==> src/rtl/awb_gain_estimator_pkg.sv <==
// Shared constants and FSM state type for the gray-world AWB gain estimator.
// Gains are unsigned 4-bit values in units of 1/8.
package awb_pkg;
    localparam int GAIN_W    = 4;
    localparam int GAIN_FRAC = 3;
    localparam logic [GAIN_W-1:0] GAIN_MAX = 4'd15;
    localparam logic [GAIN_W-1:0] GAIN_MIN = 4'd1;

    localparam int PIX_W = 10;
    localparam int B_LSB = 0;
    localparam int G_LSB = 10;
    localparam int R_LSB = 20;

    typedef enum logic [1:0] {IDLE, DIV_R, DIV_B, DONE} awb_state_e;
endpackage

==> src/rtl/awb_gain_estimator_if.sv <==
// Two-pixel-per-clock RGB stream tapped by the AWB statistics engine.
interface awb_gain_estimator_if;
    logic        input_hsync;
    logic        input_vsync;
    logic        input_den;
    logic [29:0] input_data_even;
    logic [29:0] input_data_odd;

    modport master (output input_hsync, input_vsync, input_den, input_data_even, input_data_odd);
    modport slave  (input  input_hsync, input_vsync, input_den, input_data_even, input_data_odd);
endinterface

==> src/rtl/awb_gain_estimator_div4.sv <==
// 4-step restoring divider producing a 4-bit quotient; requires num_i < 16*den_i.
// quot_o/done_o present the final quotient during the last iteration cycle.
module awb_div4 #(
    parameter int NUM_W = 35,
    parameter int DEN_W = 32
) (
    input  logic             clock,
    input  logic             reset_n,
    input  logic             start_i,
    input  logic [NUM_W-1:0] num_i,
    input  logic [DEN_W-1:0] den_i,
    output logic [3:0]       quot_o,
    output logic             done_o
);
    localparam int W = DEN_W + 4;

    logic [NUM_W-1:0] rem_q, rem_d;
    logic [DEN_W-1:0] den_q;
    logic [3:0]       quot_q, quot_d;
    logic [1:0]       step_q;
    logic             busy_q;

    logic [1:0]       shamt;
    logic [W-1:0]     den_sh;
    logic [W-1:0]     rem_ext;
    logic             take;

    always_comb begin
        shamt   = ~step_q;
        den_sh  = W'(den_q) << shamt;
        rem_ext = W'(rem_q);
        take    = busy_q && (rem_ext >= den_sh);
        quot_d  = quot_q;
        rem_d   = rem_q;
        if (take) begin
            quot_d[shamt] = 1'b1;
            rem_d         = NUM_W'(rem_ext - den_sh);
        end
    end

    assign quot_o = quot_d;
    assign done_o = busy_q && (step_q == 2'd3);

    always_ff @(posedge clock or negedge reset_n) begin
        if (!reset_n) begin
            rem_q  <= '0;
            den_q  <= '0;
            quot_q <= '0;
            step_q <= '0;
            busy_q <= 1'b0;
        end else if (start_i) begin
            rem_q  <= num_i;
            den_q  <= den_i;
            quot_q <= '0;
            step_q <= '0;
            busy_q <= 1'b1;
        end else if (busy_q) begin
            rem_q  <= rem_d;
            quot_q <= quot_d;
            step_q <= step_q + 2'd1;
            busy_q <= (step_q != 2'd3);
        end
    end
endmodule

==> src/rtl/awb_gain_estimator.sv <==
// Gray-world AWB statistics: per-frame saturating RGB sums, red/blue gains = 7*G/X at each vsync.
// Optional build macro AWB_SAT_EXCLUDE_EN drops pixels with any channel >= SAT_THRESH from the sums.
module awb_gain_estimator
    import awb_pkg::*;
#(
    parameter int ACC_W      = 32,
    parameter int GREEN_GAIN = 7,
    parameter int INIT_RED   = 10,
    parameter int INIT_BLUE  = 9,
    parameter int SAT_THRESH = 1020
) (
    input  logic              clock,
    input  logic              reset_n,
    awb_gain_estimator_if.slave pix,
    output logic [GAIN_W-1:0] red_gain,
    output logic [GAIN_W-1:0] green_gain,
    output logic [GAIN_W-1:0] blue_gain,
    output logic              gain_valid,
    output logic              overrun
);
    localparam int N_W = ACC_W + GAIN_FRAC;

    function automatic logic [PIX_W-1:0] chan(input logic [3*PIX_W-1:0] px, input int lsb);
        return px[lsb +: PIX_W];
    endfunction

    function automatic logic [PIX_W-1:0] pick(input logic ok, input logic [3*PIX_W-1:0] px, input int lsb);
        return ok ? chan(px, lsb) : '0;
    endfunction

    function automatic logic [ACC_W-1:0] sat_add(input logic [ACC_W-1:0] acc,
                                                 input logic [PIX_W-1:0] a, input logic [PIX_W-1:0] b);
        logic [ACC_W:0] s;
        s = {1'b0, acc} + (ACC_W+1)'(a) + (ACC_W+1)'(b);
        return s[ACC_W] ? '1 : s[ACC_W-1:0];
    endfunction

    // Gain saturates at 15 when X is empty or 7*G/X would not fit in 4 bits.
    function automatic logic bypass(input logic [ACC_W-1:0] den, input logic [N_W-1:0] n);
        return (den == '0) || ({1'b0, n} >= {den, {GAIN_W{1'b0}}});
    endfunction

    function automatic logic [GAIN_W-1:0] gain_fix(input logic byp, input logic [GAIN_W-1:0] q);
        if (byp) return GAIN_MAX;
        return (q < GAIN_MIN) ? GAIN_MIN : q;
    endfunction

    logic ok_e, ok_o;
`ifdef AWB_SAT_EXCLUDE_EN
    function automatic logic pix_ok(input logic [3*PIX_W-1:0] px);
        return (chan(px, R_LSB) < PIX_W'(SAT_THRESH)) && (chan(px, G_LSB) < PIX_W'(SAT_THRESH))
            && (chan(px, B_LSB) < PIX_W'(SAT_THRESH));
    endfunction
    assign ok_e = pix_ok(pix.input_data_even);
    assign ok_o = pix_ok(pix.input_data_odd);
`else
    logic [PIX_W-1:0] unused_sat_thresh;
    assign unused_sat_thresh = PIX_W'(SAT_THRESH);
    assign ok_e = 1'b1;
    assign ok_o = 1'b1;
`endif

    logic unused_hsync;
    assign unused_hsync = pix.input_hsync;

    logic                vsync_q, vs_edge;
    logic                frame_seen_q, frame_seen_d;
    awb_state_e          state_q, state_d;
    logic                started_q, started_d;
    logic [ACC_W-1:0]    sum_r_q, sum_r_d, sum_g_q, sum_g_d, sum_b_q, sum_b_d;
    logic [ACC_W-1:0]    calc_r_q, calc_r_d, calc_b_q, calc_b_d;
    logic [N_W-1:0]      n_q, n_d;
    logic [GAIN_W-1:0]   red_res_q, red_res_d;
    logic [GAIN_W-1:0]   red_gain_q, red_gain_d, blue_gain_q, blue_gain_d;
    logic                gain_valid_q, gain_valid_d;
    logic                overrun_q, overrun_d;

    logic                div_start, div_done;
    logic [ACC_W-1:0]    div_den;
    logic [3:0]          div_quot;

    assign vs_edge = pix.input_vsync & ~vsync_q;

    // The edge cycle clears the sums but its own pixels open the new frame.
    always_comb begin
        sum_r_d = vs_edge ? '0 : sum_r_q;
        sum_g_d = vs_edge ? '0 : sum_g_q;
        sum_b_d = vs_edge ? '0 : sum_b_q;
        if (pix.input_den) begin
            sum_r_d = sat_add(sum_r_d, pick(ok_e, pix.input_data_even, R_LSB), pick(ok_o, pix.input_data_odd, R_LSB));
            sum_g_d = sat_add(sum_g_d, pick(ok_e, pix.input_data_even, G_LSB), pick(ok_o, pix.input_data_odd, G_LSB));
            sum_b_d = sat_add(sum_b_d, pick(ok_e, pix.input_data_even, B_LSB), pick(ok_o, pix.input_data_odd, B_LSB));
        end
    end

    always_comb begin
        frame_seen_d = frame_seen_q;
        state_d      = state_q;
        started_d    = started_q;
        calc_r_d     = calc_r_q;
        calc_b_d     = calc_b_q;
        n_d          = n_q;
        red_res_d    = red_res_q;
        red_gain_d   = red_gain_q;
        blue_gain_d  = blue_gain_q;
        gain_valid_d = 1'b0;
        overrun_d    = overrun_q;
        div_start    = 1'b0;
        div_den      = (state_q == DIV_B) ? calc_b_q : calc_r_q;

        if (vs_edge) begin
            if (!frame_seen_q) begin
                frame_seen_d = 1'b1;
            end else if (state_q == IDLE) begin
                calc_r_d  = sum_r_q;
                calc_b_d  = sum_b_q;
                n_d       = N_W'(sum_g_q) * N_W'(GREEN_GAIN);
                state_d   = DIV_R;
                started_d = 1'b0;
            end else begin
                overrun_d = 1'b1;
            end
        end

        case (state_q)
            DIV_R: begin
                div_start = !started_q;
                started_d = 1'b1;
                if (div_done) begin
                    red_res_d = gain_fix(bypass(calc_r_q, n_q), div_quot);
                    state_d   = DIV_B;
                    started_d = 1'b0;
                end
            end
            DIV_B: begin
                div_start = !started_q;
                started_d = 1'b1;
                if (div_done) begin
                    red_gain_d   = red_res_q;
                    blue_gain_d  = gain_fix(bypass(calc_b_q, n_q), div_quot);
                    gain_valid_d = 1'b1;
                    state_d      = DONE;
                end
            end
            DONE:    state_d = IDLE;
            default: ;
        endcase
    end

    awb_div4 #(.NUM_W(N_W), .DEN_W(ACC_W)) u_div (
        .clock   (clock),
        .reset_n (reset_n),
        .start_i (div_start),
        .num_i   (n_q),
        .den_i   (div_den),
        .quot_o  (div_quot),
        .done_o  (div_done)
    );

    always_ff @(posedge clock or negedge reset_n) begin
        if (!reset_n) begin
            vsync_q      <= 1'b0;
            frame_seen_q <= 1'b0;
            state_q      <= IDLE;
            started_q    <= 1'b0;
            sum_r_q      <= '0;
            sum_g_q      <= '0;
            sum_b_q      <= '0;
            calc_r_q     <= '0;
            calc_b_q     <= '0;
            n_q          <= '0;
            red_res_q    <= '0;
            red_gain_q   <= GAIN_W'(INIT_RED);
            blue_gain_q  <= GAIN_W'(INIT_BLUE);
            gain_valid_q <= 1'b0;
            overrun_q    <= 1'b0;
        end else begin
            vsync_q      <= pix.input_vsync;
            frame_seen_q <= frame_seen_d;
            state_q      <= state_d;
            started_q    <= started_d;
            sum_r_q      <= sum_r_d;
            sum_g_q      <= sum_g_d;
            sum_b_q      <= sum_b_d;
            calc_r_q     <= calc_r_d;
            calc_b_q     <= calc_b_d;
            n_q          <= n_d;
            red_res_q    <= red_res_d;
            red_gain_q   <= red_gain_d;
            blue_gain_q  <= blue_gain_d;
            gain_valid_q <= gain_valid_d;
            overrun_q    <= overrun_d;
        end
    end

    assign red_gain   = red_gain_q;
    assign green_gain = GAIN_W'(GREEN_GAIN);
    assign blue_gain  = blue_gain_q;
    assign gain_valid = gain_valid_q;
    assign overrun    = overrun_q;
endmodule

==> src/flat_wrapper.sv <==
// flat-port wrapper written by rule: the top's interface ports become plain ports
module awb_gain_estimator_flat import awb_pkg::*;
#(
    parameter int ACC_W      = 32,
    parameter int GREEN_GAIN = 7,
    parameter int INIT_RED   = 10,
    parameter int INIT_BLUE  = 9,
    parameter int SAT_THRESH = 1020
)
  (clock, reset_n, red_gain, green_gain, blue_gain, gain_valid, overrun, pix_input_hsync, pix_input_vsync, pix_input_den, pix_input_data_even, pix_input_data_odd);
  awb_gain_estimator_if pix_i ();
  input  logic clock;
  input  logic reset_n;
  output logic [GAIN_W-1:0] red_gain;
  output logic [GAIN_W-1:0] green_gain;
  output logic [GAIN_W-1:0] blue_gain;
  output logic gain_valid;
  output logic overrun;
  input wire logic [$bits(pix_i.input_hsync)-1:0] pix_input_hsync;
  input wire logic [$bits(pix_i.input_vsync)-1:0] pix_input_vsync;
  input wire logic [$bits(pix_i.input_den)-1:0] pix_input_den;
  input wire logic [$bits(pix_i.input_data_even)-1:0] pix_input_data_even;
  input wire logic [$bits(pix_i.input_data_odd)-1:0] pix_input_data_odd;
  assign pix_i.input_hsync = pix_input_hsync;
  assign pix_i.input_vsync = pix_input_vsync;
  assign pix_i.input_den = pix_input_den;
  assign pix_i.input_data_even = pix_input_data_even;
  assign pix_i.input_data_odd = pix_input_data_odd;
  awb_gain_estimator #(.ACC_W(ACC_W), .GREEN_GAIN(GREEN_GAIN), .INIT_RED(INIT_RED), .INIT_BLUE(INIT_BLUE), .SAT_THRESH(SAT_THRESH)) u_core (.clock(clock), .reset_n(reset_n), .pix(pix_i), .red_gain(red_gain), .green_gain(green_gain), .blue_gain(blue_gain), .gain_valid(gain_valid), .overrun(overrun));
endmodule
==> config.mk <==
export PLATFORM = sky130hd
export DESIGN_NAME = awb_gain_estimator_flat
export DESIGN_NICKNAME = d
export VERILOG_FILES = /design/src/rtl/awb_gain_estimator_pkg.sv /design/src/rtl/awb_gain_estimator_if.sv /design/src/rtl/awb_gain_estimator_div4.sv /design/src/rtl/awb_gain_estimator.sv /design/src/flat_wrapper.sv
export SDC_FILE = /design/constraint.sdc
export NUM_CORES = 1
export LEC_CHECK = 0
export CORE_ASPECT_RATIO = 0.7
export CORE_UTILIZATION = 24
export DETAILED_ROUTE_END_ITERATION = 16
export GPL_ROUTABILITY_DRIVEN = 0
export SETUP_SLACK_MARGIN = 0.3
export SLEW_MARGIN = 20
export SYNTH_ARGS = -nofsm -noshare
export SYNTH_HDL_FRONTEND = slang
export SYNTH_HIERARCHICAL = 1
export SYNTH_SLANG_ARGS = --single-unit
==> constraint.sdc <==
create_clock -name clock -period 4.25 [get_ports clock]
set_clock_uncertainty 0.1 [all_clocks]
set_input_delay 0.85 -clock clock [delete_from_list [all_inputs] [get_ports clock]]
set_output_delay 0.85 -clock clock [all_outputs]
set_load 0.03 [all_outputs]
# Yosys cells after proc, flatten, opt, wreduce, memory -nomap -nowiden
# Cells that the tools add are included.
word_totals:
  ff_bits: 288
  inputBits: 65
op_classes:
  n_eq_ne: 5
  add_sub_neg: 8
  bitwise_logic: 5
  order_cmp: 6
  multipliers: 1
  shift: 1
  reduce_logical: 21
  n_mux: 47
op_table:
  columns: ["cell", "count"]
  rows:
  - ["$mux 32", 10]
  - ["$ge 35x36->1", 3]
  - ["$mux 35", 3]
  - ["$add 32x10->33", 3]
  - ["$add 33x10->33", 3]
  - ["$logic_not 32->1", 2]
  - ["$shl 32x2->36", 1]
  - ["$mul 32x3->35 const B", 1]
  - ["$sub 35x35->35", 1]
  - ["$mux 4", 8]
  - ["$mux 1", 16]
  - ["$mux 2", 7]
  - ["$reduce_and 3->1", 3]
  - ["$reduce_bool 3->1", 3]
  - ["$eq 2x2->1 const B", 3]
  - ["$pmux 2 s3", 1]
  - ["$reduce_and 2->1", 3]
  - ["$lt 4x1->1 const B", 1]
  - ["$or 4x4->4", 1]
  - ["$reduce_bool 2->1", 2]
  - ["$logic_and 1x1->1", 3]
  - ["$lt 2x3->1 const B", 1]
  - ["$add 2x1->2 const B", 1]
  - ["$demux 1 s2", 1]
  - ["11 further kinds", 13]

# Depth between registers and ports, before layout
logic_depth:
  depth_word: 10
  mapped_depth: 19
  mapped_depth_nobuf: 16

# By module
# The synthesis kept the hierarchy.
by_module_without_submodules:
  columns: ["module", "seq_area_each_um2", "instances", "area_each_um2", "cells_each"]
  rows:
  - ["awb_gain_estimator", 5360.1, 1, 15668.8, 1766]
  - ["awb_div4", 1851.8, 1, 6052.1, 629]

# Worst setup path before layout
# OpenSTA, ideal clock, no wires.
synth_path:
  kind: "register to register"
  start: "register u_core.u_div.step_q[0]"
  end: "register u_core.red_res_q[0]"
  stages_incl_launch_ff: 19
  period_less_slack_ns: 4.404
  t_arrival_ns: 4.162
  path_slack_ns: -0.154
  path_buffers: 3
  setup_time_ns: 0.142
  cell_sequence: "dfrtp_1 -> clkbuf_1 -> clkbuf_1 -> mux2_2 -> nand2_1 -> inv_1 -> fa_1 -> nand2b_1 -> a211oi_1 -> o21ai_0 -> a31oi_2 -> o21ai_2 -> a21oi_2 -> buf_6 -> a21o_1 -> nor3_1 -> or2_2 -> nor2_1 -> a21oi_1"
synth_between:
  elab_chain_len: 10
  elab_cells_between_ends: 17
  cone_classes: "order compare (4); eq/ne (1); shift (1); mux (5); bitwise (2); reduce/logical (4)"
synth_rtl:
  columns: ["item", "line_no", "rtl"]
  rows:
  - ["from (decl)", "awb_gain_estimator_div4.sv:20", "logic [1:0] step_q;"]
  - ["from (signal assigned)", "awb_gain_estimator_div4.sv:60", "step_q <= step_q + 2'd1;"]
  - ["$not 2->2 (*)", "awb_gain_estimator_div4.sv:29", "shamt = ~step_q;"]
  - ["parallel branches: the longest is 5 deep, another holds $ge 35x36->1", null, null]
  - ["$mux 4 (*)", "awb_gain_estimator_div4.sv:35", "if (take) begin"]
  - ["net u_core.div_quot[3]", "awb_gain_estimator.sv:80", "logic [3:0] div_quot;"]
  - ["$lt 4x1->1 (*)", "awb_gain_estimator.sv:45", "return (q < GAIN_MIN) ? GAIN_MIN : q;"]
  - ["$mux 4 (*) (2 in a row)", "awb_gain_estimator.sv:45", null]
  - ["to (signal assigned)", "awb_gain_estimator.sv:188", "red_res_q <= red_res_d;"]
  - ["to (decl)", "awb_gain_estimator.sv:73", "logic [GAIN_W-1:0] red_res_q, red_res_d;"]
# Mark *: on every way through the listed nets, which the timed path passes.
# A chain may end at the register's enable or synchronous reset.

# Final worst setup path
layout_path:
  start: "register u_core.u_div.step_q[0]"
  end: "register u_core.u_div.rem_q[27]"
layout_between:
  elab_chain_len: 6
  elab_cells_between_ends: 10
  cone_classes: "add/sub (1); order compare (1); shift (1); mux (3); bitwise (1); reduce/logical (3)"
layout_rtl:
  columns: ["item", "line_no", "rtl"]
  rows:
  - ["$not 2->2 (*)", "awb_gain_estimator_div4.sv:29", null]
  - ["$shl 32x2->36 (*)", "awb_gain_estimator_div4.sv:30", "den_sh = W'(den_q) << shamt;"]
  - ["$sub 35x35->35 or $ge 35x36->1 (tied branches)", "awb_gain_estimator_div4.sv:37, awb_gain_estimator_div4.sv:32", null]
  - ["$mux 35 or $logic_and 1x1->1 (tied branches)", "awb_gain_estimator_div4.sv:35, awb_gain_estimator_div4.sv:32", null]
  - ["$mux 35 or $reduce_bool 2->1 (tied branches)", null, null]
  - ["$mux 35 or $reduce_and 2->1 (tied branches)", null, null]
  - ["to (signal assigned)", "awb_gain_estimator_div4.sv:52", "rem_q <= num_i;"]
  - ["to (signal assigned)", "awb_gain_estimator_div4.sv:58", "rem_q <= rem_d;"]
  - ["to (decl)", "awb_gain_estimator_div4.sv:17", "logic [NUM_W-1:0] rem_q, rem_d;"]
# Mark *: on every way between the ends. The rest lies on a longest branch, timed or not. The select of a mux whose other input is x is not followed.

==> metrics <==
die area 0.09173 mm2; Final Hold Slack 0.2912 ns; Worst setup EP type register; most common cell after layout, fill and taps aside nand2_1; clock tree from TritonCTS built; post-synthesis compound-gate area fraction 0.1810; commonest non-fill, non-tap cells in the layout nand2_1, dfrtp_1, o21ai_0; post-synthesis xor/xnor area fraction 0.04234; drt initial violations 1763; per-cell routed wire length 17.47 um; Layout area overhead 21.43%; Max Freq 263.9 MHz; GR Overflow Total 0; Leak 11.50 nW; dpl ws -0.4976 ns; Reg power frac 0.211; Routed WL 65.44 mm; crit start category register; flops & latches, synth 288; Hold Vio Cnt, Final 0; initial antenna violation count 0; Syn Area/Cell 9.069 um2; Distinct cells, synth 99; period utilization 0.8915; Internal 10.79 mW; Period minus WS final 3.789 ns; htree depth 1; Global Route Usage Sum 0.1415; hold crit path type input port to async pin; IO buf count 73; Total Power 20.15 mW; max cap viols 0; Peak VDD IR 0.0005581 V; adder and majority gate portion of the synthesized area 0.1582; share of post-route cells with drive strength above 1 0.1552; PwrDens 763.8 mW/mm2; Initial Util 0.2446; Simple-Gate Fraction of Synth Area 0.1800; Synth Instances 2395; worst setup margin 0.4613 ns; logic gate share of total power 0.656; Core Region 0.08881 mm2; DRT antenna net count 0; RSZ-0062 raised after global routing true; final core occ 0.2970; P_sw 9.355 mW; Critical Path Fanout Max 8; setup TNS 0 ns; Req. time, crit path 4.61 ns; Post-synth EDFFs 0; status finished, final reports clean; Reg clk slew, reported paths 0.07 ns; ys async rst share 1.000; worst flop-to-flop path endpoint u_core/u_div/rem_q[27]; R2R depth 14; largest net degree at the start of global routing 115; top cell type's share of synthesized area 0.3272; Worst-Skew Late Latency 0.59 ns; top_reg_cell synth dfrtp_1; endpoints failing setup 0; Slew Limit Fails 0; kind of critical path register to register; switch share 0.4643; Synth area leaders dfrtp_1, ha_1, fa_1; Synth area leader dfrtp_1; FF-to-FF setup slack 0.46 ns; finished layout cell area 0.02638 mm2; Slew headroom 0.2967; root buf cell clkbuf_16; dpl cell area 0.02480 mm2; vias 18554; maximum clock insertion buffer count 3; I/O pin count 79; Critical R2R Launch u_core/u_div/step_q[0]; mux share of post-synthesis cell area 0.05806; row count 91; hpwl dp 50.70 mm; Vias/cell 4.953; clk sinks 288; Yosys warnings 6; worst slew pin tran 1.048 ns; layout net count 2861; sequential element share of the synthesized area 0.3320; part of the power in the clock network 0.132; largest family of logic cells by synthesized area compound AO/OA/AOI/OAI gates; CP arrival 4.15 ns; Inserted Diodes 0; Mapped Area 0.02172 mm2; final cell count without fillers 3746; global-route wire length before repair 103.2 mm; CTS Buf Count 30; die width 361.6 um; First-pass DRT Iterations 5; Die H 253.7 um; Remaining DRCs 0; via count of the first global-routing pass 17662; dpl cells 3675
## worst max-delay path by stage
| stage | slack (ns) | from | endpoint |
|---|---|---|---|
| after floorplan | 0.27 | u_core/u_div/step_q[0] | u_core/red_res_q[0] |
| after global placement | -0.43 | pix_input_vsync | u_core/sum_b_q[0] |
| after detailed placement | -0.50 | pix_input_vsync | u_core/sum_b_q[0] |
| after CTS | 0.30 | pix_input_vsync | u_core/sum_g_q[16] |
| after global routing | 0.28 | u_core/u_div/step_q[0] | u_core/red_res_q[0] |
| final | 0.46 | u_core/u_div/step_q[0] | u_core/u_div/rem_q[27] |
## power groups by stage
stage	registers, mW	logic (mW)	clock network [mW]
CTS	4.22	12.3	2.74
detailed placement	4.26	12.1	0
finish	4.25	13.2	2.67
global placement	4.26	12.0	0
floorplan	3.99	8.57	0
global route	4.35	14.6	2.84
## area by class of cell
class,instances,area [um2]
Clock buffer,46,932.1
Fill cell,9268,62430
Tap cell,1162,1454
Sequential cell,288,7217
Multi-Input combinational cell,1859,13960
Timing Repair Buffer,237,2202
Clock inverter,9,58.81
Inverter,145,548.0
## cells by family after synthesis
kind of cell             count (synthesis)
flip-flops                             288
AND/OR/NAND/NOR                        798
buffers and inverters                  250
AO/OA/AOI/OAI                          626
adder cells (fa/ha/maj)                235
XOR/XNOR                               105
other                                    2
multiplexers                            91
## sequential cells by signal (all words and copies together) (netlist names), 4 cells and up
name	cells
u_core/n_q	35
u_core/u_div/rem_q	35
u_core/calc_b_q	32
u_core/calc_r_q	32
u_core/sum_b_q	32
u_core/sum_g_q	32
u_core/sum_r_q	32
u_core/u_div/den_q	32
u_core/blue_gain	4
u_core/red_gain	4
u_core/red_res_q	4
u_core/u_div/quot_q	4
## layer usage
metal	vias to the layer above	global-route usage	part of all wire
met2	548	0.1923	0.38
met4	0	0.02676	0.019
met1	9027	0.2189	0.51
li1	8910	-	-
met5	-	0	0
met3	69	0.03770	0.084
## timing repair
item | 4_1_cts | 5_1_grt
cloned | 0 | 3
setup endpoints to repair | 39 | 128
pin swaps | 0 | 22
hold buffers | 0 | 0
gates resized for setup | 6 | 81
buffers inserted | 2 | 11
## cells in the mapped netlist (25+ instances only)
cell type,instances
clkbuf_1,74
mux2_2,40
and2_1,48
o21ai_0,213
mux2i_1,27
xor2_1,39
a31oi_1,25
a21o_1,54
dfrtp_1,284
nand3_1,54
nor4_1,31
ha_1,169
nor3_1,51
and3_1,28
inv_1,144
nand2_1,328
xnor2_1,66
nor2_1,107
fa_1,66
a21oi_1,134
nand4_1,45
## worst max-delay path, stage by stage (launching register included)
cell and delay [ns]:
dfrtp_4 0.56, buf_8 0.17, mux4_2 0.49, inv_1 0.08
ha_1 0.15, and4_4 0.27, nand3_2 0.09, or3_4 0.40
a31oi_4 0.27, o21ai_4 0.12, a21oi_4 0.21, buf_8 0.19
buf_12 0.15, o21ai_2 0.05, or3_1 0.34
No activity file was read; power rests on OpenSTA's default activity.
==> edit: new RTL, config.mk and constraints unchanged <==
`GREEN_GAIN` is set to 7 in 2 places; all go to 3.
--- a/src/rtl/awb_gain_estimator.sv
+++ b/src/rtl/awb_gain_estimator.sv
@@ -4,7 +4,7 @@
     import awb_pkg::*;
 #(
     parameter int ACC_W      = 32,
-    parameter int GREEN_GAIN = 7,
+    parameter int GREEN_GAIN = 3,
     parameter int INIT_RED   = 10,
     parameter int INIT_BLUE  = 9,
     parameter int SAT_THRESH = 1020
--- a/src/flat_wrapper.sv
+++ b/src/flat_wrapper.sv
@@ -2,7 +2,7 @@
 module awb_gain_estimator_flat import awb_pkg::*;
 #(
     parameter int ACC_W      = 32,
-    parameter int GREEN_GAIN = 7,
+    parameter int GREEN_GAIN = 3,
     parameter int INIT_RED   = 10,
     parameter int INIT_BLUE  = 9,
     parameter int SAT_THRESH = 1020
Behaviour: not the same (a bounded check fails within 4 cycles, from zero or initial values and one cycle with reset_n low).
==> edit against the original RTL <==
Synthesized area shrank 3.9%. Sequential cell count shrank 1. Routed wire length down 5.7%. Final area down 2.9%. Critical path depth increased by 1. Setup slack worse by 0.20 ns. Total power down 3.7%. Global-route usage fell by 0.21 points. Die area fell by 3.9%.
==> edit: results (changes against the original RTL) <==
placed insts = 3588 (was 3675)
nets = 2760 (was 2861)
first-pass GRT wire length = 98600 um (was 103000 um)
placed cell areas = 24100 um^2 (was 24800 um^2)
DP Wirelength = 47400 um (was 50700 um)
register area share after synthesis = 0.344 (was 0.332)
WL/cell = 16.8 um (was 17.5 um)
CP Max Fanout = 9 (was 8)
crit path DAT = 4.37 ns (was 4.15 ns)
Total Routing Usage GR = 0.139 (was 0.141)
initial antenna violation count = 1 (was 0)
First DRT Iteration DRCs = 1606 (was 1763)
top flop regs = u_core/u_div/rem_q: 35 flops, u_core/n_q: 34 flops (was u_core/n_q: 35 flops, u_core/u_div/rem_q: 35 flops)
FF-to-FF End = u_core/u_div/rem_q[9] (was u_core/u_div/rem_q[27])
switch share = 0.430 (was 0.464)
fillers = 9033 (was 9268)
status = completed (unchanged)
Yosys cell types = 88 (was 99)
reg2reg path depth = 15 (was 14)
vias in the first global route = 17.1k (was 17.7k)
DR vias = 17.9k (was 18.6k)
share of cells above drive strength 1 = 0.166 (was 0.155)
vias per inst = 4.90 (was 4.95)
measured slew at the worst slew-check pin = 0.761 ns (was 1.05 ns)
Synth area leaders = dfrtp_1 (34%), ha_1 (9.9%), nand2_1 (5.7%), o21ai_0 (5.2%), mux2_2 (3.5%) (was dfrtp_1 (33%), ha_1 (9.7%), fa_1 (6.1%), nand2_1 (5.7%), o21ai_0 (4.9%))
P_leak = 11.4 nW (was 11.5 nW)
-- edit: changes by cell type in the layout (fill, tap and decap cells not counted), moves of 9 or more --
cell	before	now
a31oi_1	24	14
and2_1	47	38
buf_4	144	163
fa_1	65	32
mux2_2	40	54
mux2_4	0	18
nand2_1	325	316
nor2b_1	15	26
nor3_1	50	35
o21ai_1	21	7
o31ai_1	14	4
or2_2	12	3
or3_1	13	4
xor2_1	39	52
-- edit: worst max path at each step --
stage,endpoint,slack (ns),cells after the start
floorplan,u_core/sum_r_q[29],0.31,16
global placement,u_core/sum_g_q[31],-0.25,15
detailed placement,u_core/sum_g_q[31],-0.36,15
CTS,u_core/u_div/rem_q[9],0.26,15
global route,u_core/u_div/rem_q[8],0.17,14
finish,u_core/u_div/rem_q[9],0.26,15
-- edit: repair_timing --
item,in CTS,in global routing
buffers inserted,13,13
endpoints found under the setup margin,36,85
gates resized for setup,14,67
hold endpoints to repair,0,0
pin swaps,3,27
-- edit: routing by layer --
layer	routed length, um	global-route usage
met5	0	0
met4	760	0.0181
met3	4820	0.0333
met2	24100	0.190
met1	32000	0.221
-- edit: area by class of cell --
class	instances	area, um^2	share of cell area
repair buffers	261	2410	0.0940
multi-input cells	1767	13100	0.512
flip-flops and latches	287	7190	0.281
well taps	1150	1440	0.0562
clock buffers	42	835	0.0326
inverters	149	563	0.0220
clock inverters	6	80.1	0.00313
-- edit: through the flow --
step | utilization | hold slack, ns | worst slack [ns]
global route | 0.297 | 0.0835 | 0.166
floorplan | - | 0.339 | 0.306
global placement | 0.280 | 0.350 | -0.247
detailed placement | 0.280 | 0.352 | -0.359
finish | 0.297 | 0.0496 | 0.258
CTS | 0.293 | 0.0776 | 0.263
-- edit: cells by family (layout without fill, tap and decap cells) --
family	Yosys count	after routing	synth area share
other cells	2	5	0.000360
buf+inv	251	458	0.0470
fa+ha+maj	201	201	0.133
compound gates	596	596	0.180
simple gates	734	734	0.171
flops	287	287	0.344
mux	114	114	0.0748
xor+xnor	117	117	0.0491
-- edit: critical path: stages (launching register included) --
cell	delay [ns]
dfrtp_2	0.39
buf_12	0.14
buf_12	0.11
mux4_2	0.49
inv_2	0.09
ha_4	0.20
a21o_1	0.17
or3_4	0.42
o21ai_4	0.17
o211ai_4	0.12
a2111oi_4	0.48
o211ai_4	0.14
buf_12	0.16
buf_12	0.14
mux2_4	0.29
mux2_2	0.26
-- edit: power by group through the flow --
stage	clock (mW)	sequential, mW	combinational, mW
2_1_floorplan	0	3.89	8.13
3_3_place_gp	0	4.19	11.4
3_5_place_dp	0	4.18	11.5
4_1_cts	2.65	4.13	11.9
5_1_grt	2.76	4.22	13.9
6_report	2.59	4.14	12.7
